**config.mk**
```make
export PLATFORM = sky130hd
export DESIGN_NAME = prog_ctrl
export DESIGN_NICKNAME = d
export VERILOG_FILES = /design/src/rtl/prog_ctrl.sv
export SDC_FILE = /design/constraint.sdc
export NUM_CORES = 1
export LEC_CHECK = 0
export CORE_MARGIN = 5
export CORE_UTILIZATION = 51
export DETAILED_ROUTE_END_ITERATION = 10
export PLACE_DENSITY = 0.68
export SLEW_MARGIN = 40
export SYNTH_ARGS = -nofsm -noshare
export SYNTH_HDL_FRONTEND = slang
export SYNTH_SLANG_ARGS = --single-unit
```
**constraint.sdc**
```tcl
create_clock -name clk -period 4.5 [get_ports clk]
set_input_delay 1.35 -clock clk [delete_from_list [all_inputs] [get_ports clk]]
set_output_delay 1.35 -clock clk [all_outputs]
set_load 0.01 [all_outputs]
```
**src/rtl/prog_ctrl.sv**
```systemverilog
// prog_ctrl: push-button front end for the clock generator.
// Debounces up/down/apply buttons, keeps a pending 3-bit frequency selection,
// issues it to the generator with a one-cycle update pulse and waits for the
// generator to echo it back, flagging a sticky error on acknowledge timeout.
module prog_ctrl #(
    parameter int DEBOUNCE_CNT = 1000000,
    parameter int ACK_TIMEOUT  = 1024
) (
    input  logic       clk,
    input  logic       rst,
    input  logic       btn_up,
    input  logic       btn_down,
    input  logic       btn_apply,
    input  logic [2:0] prog_out_in,
    output logic [2:0] prog_in,
    output logic       update,
    output logic [2:0] sel,
    output logic       busy,
    output logic       err
);

    localparam int DB_W = (DEBOUNCE_CNT > 1) ? $clog2(DEBOUNCE_CNT) : 1;
    localparam int TM_W = (ACK_TIMEOUT > 1) ? $clog2(ACK_TIMEOUT) : 1;
    localparam logic [DB_W-1:0] DB_LAST = DB_W'(DEBOUNCE_CNT - 1);
    localparam logic [TM_W-1:0] TM_LAST = TM_W'(ACK_TIMEOUT - 1);

    typedef enum logic [1:0] {
        S_IDLE     = 2'd0,
        S_ISSUE    = 2'd1,
        S_WAIT_ACK = 2'd2
    } state_t;

    // Button bit order throughout: [0]=up, [1]=down, [2]=apply
    logic [2:0]      w_btn_raw;
    logic [2:0]      r_sync1;
    logic [2:0]      r_sync2;
    logic [2:0]      r_stable;
    logic [2:0]      r_stable_d;
    logic [2:0]      r_press;
    logic            w_up;
    logic            w_down;
    logic            w_apply;
    state_t          r_state;
    logic [TM_W-1:0] r_timer;

    assign w_btn_raw = {btn_apply, btn_down, btn_up};
    assign w_up      = r_press[0];
    assign w_down    = r_press[1];
    assign w_apply   = r_press[2];

    // Two-flop synchronizer for the asynchronous button inputs
    always_ff @(posedge clk or negedge rst) begin
        if (!rst) begin
            r_sync1 <= '0;
            r_sync2 <= '0;
        end else begin
            r_sync1 <= w_btn_raw;
            r_sync2 <= r_sync1;
        end
    end

    for (genvar g = 0; g < 3; g++) begin : g_debounce
        logic [DB_W-1:0] r_db_cnt;

        // Accept a new level only after it has persisted DEBOUNCE_CNT cycles
        always_ff @(posedge clk or negedge rst) begin
            if (!rst) begin
                r_stable[g] <= 1'b0;
                r_db_cnt    <= '0;
            end else if (r_sync2[g] == r_stable[g]) begin
                r_db_cnt    <= '0;
            end else if (r_db_cnt == DB_LAST) begin
                r_stable[g] <= r_sync2[g];
                r_db_cnt    <= '0;
            end else begin
                r_db_cnt    <= r_db_cnt + DB_W'(1);
            end
        end
    end

    // Registered one-cycle press pulse on each debounced 0->1 transition
    always_ff @(posedge clk or negedge rst) begin
        if (!rst) begin
            r_stable_d <= '0;
            r_press    <= '0;
        end else begin
            r_stable_d <= r_stable;
            r_press    <= r_stable & ~r_stable_d;
        end
    end

    // Pending selection: saturating up/down, simultaneous presses cancel
    always_ff @(posedge clk or negedge rst) begin
        if (!rst) begin
            sel <= 3'd0;
        end else if (w_up && !w_down && sel != 3'd7) begin
            sel <= sel + 3'd1;
        end else if (w_down && !w_up && sel != 3'd0) begin
            sel <= sel - 3'd1;
        end
    end

    // Issue/acknowledge FSM; apply presses while busy are simply dropped
    always_ff @(posedge clk or negedge rst) begin
        if (!rst) begin
            r_state <= S_IDLE;
            r_timer <= '0;
            prog_in <= 3'd0;
            update  <= 1'b0;
            busy    <= 1'b0;
            err     <= 1'b0;
        end else begin
            case (r_state)
                S_IDLE: begin
                    update <= 1'b0;
                    busy   <= 1'b0;
                    if (w_apply) begin
                        prog_in <= sel;
                        update  <= 1'b1;
                        busy    <= 1'b1;
                        r_state <= S_ISSUE;
                    end
                end
                S_ISSUE: begin
                    update  <= 1'b0;
                    busy    <= 1'b1;
                    r_timer <= '0;
                    r_state <= S_WAIT_ACK;
                end
                S_WAIT_ACK: begin
                    update <= 1'b0;
                    // A matching echo wins even on the final timeout cycle
                    if (prog_out_in == prog_in) begin
                        err     <= 1'b0;
                        busy    <= 1'b0;
                        r_state <= S_IDLE;
                    end else if (r_timer == TM_LAST) begin
                        err     <= 1'b1;
                        busy    <= 1'b0;
                        r_state <= S_IDLE;
                    end else begin
                        r_timer <= r_timer + TM_W'(1);
                    end
                end
                default: begin
                    update  <= 1'b0;
                    busy    <= 1'b0;
                    r_state <= S_IDLE;
                end
            endcase
        end
    end

endmodule

```
# Yosys cells after proc, flatten, opt, wreduce, memory -nomap -nowiden

Index checks and enable logic that the tools add are counted.

Add/sub/neg operators: 6
Eq/ne operators: 15
Multiplexer cells: 22
Bitwise operators: 5
Reduce and logical (&&, ||, !) cells: 18

Operator list:

| kind                  | number |
|---|---|
| $mux 20               | 6 |
| $add 20x1->20 const B | 3 |
| $eq 20x20->1 const B  | 3 |
| $mux 10               | 2 |
| $pmux 10 s2           | 1 |
| $reduce_and 2->1      | 6 |
| $add 10x1->10 const B | 1 |
| $eq 10x10->1 const B  | 1 |
| $mux 1                | 6 |
| $mux 2                | 3 |
| $mux 3                | 2 |
| $ne 2x2->1 const B    | 3 |
| $ne 3x3->1 const B    | 2 |
| $pmux 2 s3            | 1 |
| $reduce_bool 2->1     | 3 |
| $logic_and 1x1->1     | 4 |
| $add 3x1->3 const B   | 1 |
| $and 3x3->3           | 1 |
| $eq 1x1->1            | 3 |
| $eq 3x3->1            | 1 |
| $not 1->1             | 3 |
| $not 3->3             | 1 |
| $pmux 1 s3            | 1 |
| $reduce_and 3->1      | 1 |
| other kinds (6)       | 7 |

Register bits: 96
Input bits: 8
Output and inout bits: 9
Logic and storage cells: 83

# Logic depth before layout (Yosys ltp)

Gate-level depths: netlist of the first run.

Depth in word-level cells: 5
Depth in mapped cells: 8
Gate-level depth less buffers: 7

# Worst setup path after synthesis of the first run

No wires, ideal clock.

Kind: input to register
From: in prog_out_in[2]
To: reg r_timer[5]
Setup time: 124 ps
Data arrival time: 2399 ps
Required time: 4376 ps
Slack: 1977 ps
Stages on the path: 4
Path through: xnor2_1 -> a311oi_1 -> a31oi_1 -> a211o_1

Cells in the longest elaborated chain, start to end: 3

Ends and longest elaborated chain:

| element                    | line | source |
|---|---|---|
| start, declared            | 14   | `input logic [2:0] prog_out_in,` |
| $eq 3x3->1                 | 133  | `if (prog_out_in == prog_in) begin` |
| $ne 2x2->1 (no line)       | --   |  |
| $reduce_and 3->1 (no line) | --   |  |
| end signal, assigned       | 142  | `r_timer <= r_timer + TM_W'(1);` |
| end, declared              | 44   | `logic [TM_W-1:0] r_timer;` |

Every way passes these cells.
A chain may end at the register's enable or synchronous reset.

# Worst setup path after layout of the first run

From: reg sel[1]
To: out sel[1]

RTL lines:

| element                | line | source |
|---|---|---|
| start, declared        | 17   | `output logic [2:0] sel,` |
| start signal, assigned | 97   | `sel <= sel + 3'd1;` |
| start signal, assigned | 99   | `sel <= sel - 3'd1;` |

No word-level cell between the ends.

==> results of run 1 <==
## Yosys cell counts (11+ instances only)
master and instances:
nor4_1 16, nor2_1 50, dfrtp_1 96, xor2_1 18, a21oi_1 21, nand4_1 19, xnor2_1 28, nand3_1 26
nor3_1 12, nand2_1 38, o21ai_0 11, inv_1 17
## flip-flops by register name (all words and copies together), names as in the netlist
name                 count
r_press                  3
r_sync1                  3
r_stable                 3
busy                     1
r_state                  2
prog_in                  3
r_timer                 10
err                      1
r_sync2                  3
g_debounce.r_db_cnt     60
r_stable_d               3
sel                      3
update                   1
## metrics by stage
stage / worst slack (ns) / power (µW) / hold slack [ns] / instances
after floorplan: 1.98 / 934 / 0.331 / 485
after global placement: 1.41 / 965 / 0.337 / 619
after detailed placement: 1.31 / 967 / 0.342 / 619
after CTS: 1.58 / 1460 / 0.353 / 634
after global routing: 1.55 / 1500 / 0.366 / 634
final: 1.60 / 1440 / 0.347 / 634
## cells in the final DEF (no fill, tap or decap), drive strengths merged, types with 8 or more instances in the layout
cell and instances:
dfrtp 96, nor2 50, nand2 38, xnor2 28, nand3 26, nand4 22
a21oi 21, xor2 18, inv 17, nor4 17, clkdlybuf4s50 15, nor3 12
o21ai 12, or4 10, and3 10, clkbuf 10, o31ai 10, or3 9
mux2 8, ha 8
## path summary, 6_finish.rpt
check | start | endpoint | depth (start not counted)
hold reg to reg | r_sync1[1] | r_sync2[1] | 0
hold / removal | r_sync1[1] | r_sync2[1] | 0
setup reg to reg | r_press[0] | sel[2] | 7
max in group asynchronous | rst | g_debounce[1].r_db_cnt[3] | 2
min in group asynchronous | rst | r_timer[7] | 1
setup / recovery | sel[1] | sel[1] | 1
## cell families (layout without fill, tap and decap cells)
| group | count (synthesis) | after routing | synth area share |
|---|---|---|---|
| fa+ha+maj | 9 | 9 | 0.0244 |
| buf+inv | 30 | 50 | 0.0260 |
| simple gates | 229 | 229 | 0.264 |
| compound gates | 65 | 65 | 0.0919 |
| mux | 10 | 10 | 0.0224 |
| flops | 96 | 96 | 0.489 |
| xor+xnor | 46 | 46 | 0.0820 |
## layout make-up
cell class / count / area, µm² / share of cell area
Clock buffer: 10 / 128 / 0.0239
Clock inverter: 5 / 35.0 / 0.00655
Inverter: 17 / 63.8 / 0.0119
Multi-Input combinational cell: 359 / 2380 / 0.446
Sequential cell: 96 / 2400 / 0.449
Tap cell: 129 / 161 / 0.0302
Timing Repair Buffer: 18 / 173 / 0.0323
## layer usage
layer	routed length [µm]	global-route usage	vias to the layer above	part of all wire
li1	-	-	1794	-
met1	4220	0.220	1789	0.47
met2	4420	0.277	41	0.50
met3	193	0.0233	6	0.022
met4	73	0.0586	0	0.0082
met5	0	0	-	0
## where the power goes
part / total, µW / switching [µW] / leakage [µW] / internal, µW
registers: 883 / 11.1 / 0.00126 / 872
logic: 64.3 / 43.5 / 0.000838 / 20.9
clock network: 489 / 292 / 0.0000704 / 197
total: 1440 / 346 / 0.00217 / 1090
==> reports/qor.txt, run 1 <==
Synth area leaders: dfrtp_1 (49%), xnor2_1 (5.0%), nor2_1 (3.8%)
delay-heaviest family, CP: buffers and inverters
crit path time final: 2.90 ns
Initial Util: 0.527
Setup Buffers After CTS: 0
RSZ-0062 raised after global routing: no
CTS Hold Bufs: 0
Critical Path RT: 3.15 ns
Pwr Density: 269 mW/mm²
DP HPWL: 6150 µm
drt wl/cell: 14.0 µm
drc violations: 0
post-route cell area: 0.00535 mm²
initial drt markers: 103
final setup fails: 0
die height: 108 µm
ys async rst share: 1.00
vias per inst: 5.73
Mapped Avg Cell Area: 10.1 µm²
Post-synth EDFFs: 0
Startpoint Class: flop
Worst setup EP type: output port
Crit Path Max Fanout: 11
Finished Core Util: 0.573
worst path arrival time: 1.55 ns
initial antenna violation count: 0
RePlAce Congestion: 0.881
CP max stage cell: clkdlybuf4s50_1
largest net degree at the start of global routing: 50
first-pass GRT wire length: 15,900 µm
Die ar.: 0.0117 mm²
Clock Latency Late Sink: 0.36 ns
drt pass-1 iters: 4
Slew Limit Fails: 0
fmax: 0.345 GHz
slowest stage delay, CP: 0.61 ns
Synth area leader: dfrtp_1
Synth Net Count: 502
Hold Path Class: flop to flop
Synth top area share: 0.489
Buf/Inv on CP: 1
H-tree depth: 3
Synth cell types: 61
Area growth syn-to-layout: 8.81%
Yosys warnings: 0
residual overflow from global routing: 0
CTS tree: done
# nets final: 518
Vias: 3,630
GRT Resource Usage Total: 0.165
cell count after synthesis: 485
Max Buffers Root-to-Sink: 2
clock-pin slew on the worst setup and hold paths: 0.10 ns
vias in the first global route: 3,498
Sink Count: 96
final hold viol count: 0
Die X: 108 µm
post-route ant nets: 0
Setup TNS Final: 0 ns
total wire length: 8900 µm
IO Count: 17
Worst Skew: 0.0168 ns
CTS resizes: 0
TritonCTS buffer count: 9
layout cells sized above 1: 0.0851
synthesized area: 0.00491 mm²
# rows: 35
placeable core region: 0.00933 mm²
VDD IR-drop max: 0.147 mV
Placed Area: 0.00518 mm²
Pleak: 0.00217 µW
Synth Flop Type: dfrtp_1
fillers: 821
post-synthesis sequential area ratio: 0.489
crit-path cells: clkdlybuf4s50_1
Seq cells post-synth: 96
Setup Crit Path Kind: flop to output port
n_diodes: 0
max_cap viols: 0
status: finished clean
Final period util: 0.644
clk root buf: clkbuf_8
reg2reg setup slack: 2.20 ns
Worst Max-Slew Pin Slew: 0.777 ns
Port-buffer cells: 16
Slew headroom: 0.482
Power figures use the tool's default switching activity.
==> run 2: changes to the inputs <==
--- a/config.mk
+++ b/config.mk
@@ -8,7 +8,7 @@
 export CORE_MARGIN = 5
 export CORE_UTILIZATION = 51
 export DETAILED_ROUTE_END_ITERATION = 10
-export PLACE_DENSITY = 0.68
+export PLACE_DENSITY = 0.71
 export SLEW_MARGIN = 40
 export SYNTH_ARGS = -nofsm -noshare
 export SYNTH_HDL_FRONTEND = slang
==> constraint.sdc (replaced) <==
create_clock -name clk -period 2.6 [get_ports clk]
set_input_delay 0.78 -clock clk [delete_from_list [all_inputs] [get_ports clk]]
set_output_delay 0.78 -clock clk [all_outputs]
set_load 0.01 [all_outputs]
==> run 2 against run 1 <==
Largest cell class unchanged. Global-route usage is 0.71 points higher. Final cell count is 0.95% higher. Via count is 0.47% higher. Core utilization is 0.55 points higher. Critical path depth stayed put.
==> reports/qor.txt, run 2 (synthesized netlist as in run 1, its figures left out) <==
fillers: 839 (+2.2%)
Worst Skew: 0.0122 ns (-0.00462 ns)
Final period util: 0.904
n_diodes: 0 (unchanged)
VDD IR-drop max: 0.282 mV (+92%)
Crit Path Max Fanout: 11 (unchanged)
IO Count: 17 (unchanged)
final hold viol count: 0 (unchanged)
Hold Path Class: flop to flop
Setup Buffers After CTS: 0 (unchanged)
Largest register FFs: 60 (unchanged)
TritonCTS buffer count: 9 (unchanged)
drc violations: 0 (unchanged)
status: finished clean
Setup TNS Final: 0 ns (unchanged)
first-pass GRT wire length: 16,600 µm (+4.4%)
# nets final: 523 (+0.97%)
Startpoint Class: flop
Worst setup EP type: output port
Die X: 108 µm (unchanged)
CP max stage cell: clkdlybuf4s50_1
crit path time final: 2.35 ns
largest net degree at the start of global routing: 43 (-14%)
CTS tree: done
DP HPWL: 6300 µm (+2.5%)
largest reg by FF count: g_debounce.r_db_cnt
final setup fails: 0 (unchanged)
die height: 108 µm (unchanged)
Slew Limit Fails: 0 (unchanged)
CTS Hold Bufs: 0 (unchanged)
slowest stage delay, CP: 0.62 ns (about the same)
max_cap viols: 0 (unchanged)
clock-pin slew on the worst setup and hold paths: 0.09 ns (about the same)
Initial Util: 0.527 (unchanged)
vias in the first global route: 3,707 (+6.0%)
RePlAce Congestion: 0.886 (+0.59%)
Slew headroom: 0.514 (+0.0319)
layout cells sized above 1: 0.0959 (+0.0107)
Setup Crit Path Kind: flop to output port
Clock Latency Late Sink: 0.36 ns (about the same)
GRT Resource Usage Total: 0.172 (+0.00707)
Pwr Density: 465 mW/mm² (+73%)
placeable core region: 0.00933 mm² (unchanged)
Sink Count: 96 (unchanged)
initial drt markers: 102 (-0.97%)
most common cell after layout, fill and taps aside: dfrtp_1
drt wl/cell: 14.1 µm (+0.26%)
Critical Path RT: 1.82 ns (-1.33 ns)
Port-buffer cells: 16 (unchanged)
fmax: 0.425 GHz
crit-path cells: clkdlybuf4s50_1
residual overflow from global routing: 0 (unchanged)
delay-heaviest family, CP: buffers and inverters
Max Buffers Root-to-Sink: 2 (unchanged)
Area growth syn-to-layout: 9.85%
highest-count cells in the layout ignoring fill and taps: dfrtp_1 (96), nor2_1 (50), nand2_1 (38)
Finished Core Util: 0.579 (+0.00550)
# rows: 35 (unchanged)
initial antenna violation count: 0 (unchanged)
Regs by FF count: g_debounce.r_db_cnt x60, r_timer x10
Vias: 3,647 (+0.47%)
Pleak: 0.00222 µW (+2.0%)
vias per inst: 5.70 (-0.47%)
total wire length: 9010 µm (+1.2%)
drt pass-1 iters: 4 (unchanged)
clk root buf: clkbuf_8
CTS resizes: 0 (unchanged)
RSZ-0062 raised after global routing: no
Buf/Inv on CP: 1 (unchanged)
post-route ant nets: 0 (unchanged)
Die ar.: 0.0117 mm² (unchanged)
H-tree depth: 3 (unchanged)
worst path arrival time: 1.57 ns (+0.02 ns)
Worst Max-Slew Pin Slew: 0.729 ns (-0.0479 ns)
## run 2: changes by cell type in the layout (fill, tap and decap cells not counted), sizes merged
cell	delta
clkinvlp	-3
clkinv	+4
buf	+5
## run 2: report_power, final
part / switching (µW) / total [µW] / internal, µW
Clock: 517 / 861 / 344
Sequential: 19.2 / 1530 / 1510
Combinational: 77.6 / 121 / 43.6
Total: 614 / 2510 / 1900
## run 2: through the flow
step / total power (µW) / hold WS [ns] / setup WS (ns) / instance area [µm²] / std cells
floorplan: 1620 / 0.331 / 0.509 / 4910 / 485
global placement: 1680 / 0.336 / 0.188 / 5230 / 624
detailed placement: 1680 / 0.342 / 0.135 / 5230 / 624
CTS: 2540 / 0.361 / 0.237 / 5400 / 640
global route: 2630 / 0.374 / 0.0891 / 5400 / 640
finish: 2510 / 0.357 / 0.248 / 5400 / 640
## run 2: path summary, 6_finish.rpt
kind                       startpoint                         end  slack (ns)  depth (start not counted)
setup / recovery               sel[1]                      sel[1]        0.25                          1
hold / removal             r_sync1[0]                  r_sync2[0]        0.36                          0
setup reg to reg           r_press[0]                      sel[2]        0.32                          7
hold reg to reg            r_sync1[0]                  r_sync2[0]        0.36                          0
max in group asynchronous         rst  g_debounce[2].r_db_cnt[17]        1.59                          2
min in group asynchronous         rst                  r_timer[9]        0.40                          1
## run 2: metal layers
metal  up-vias  global-route usage  wire, µm  part of all wire
met3        13              0.0293       218             0.024
met1      1784               0.225      4280              0.48
li1       1807                   -         -                 -
met5         -                   0         0                 0
met2        43               0.286      4360              0.48
met4         0              0.0676       146             0.016
## run 2: layout make-up
| cell class | instances | area, µm² | area share |
|---|---|---|---|
| Sequential cell | 96 | 2400 | 0.445 |
| Timing Repair Buffer | 23 | 223 | 0.0413 |
| Clock inverter | 6 | 36.3 | 0.00672 |
| Inverter | 17 | 63.8 | 0.0118 |
| Multi-Input combinational cell | 359 | 2380 | 0.442 |
| Clock buffer | 10 | 128 | 0.0236 |
| Tap cell | 129 | 161 | 0.0299 |
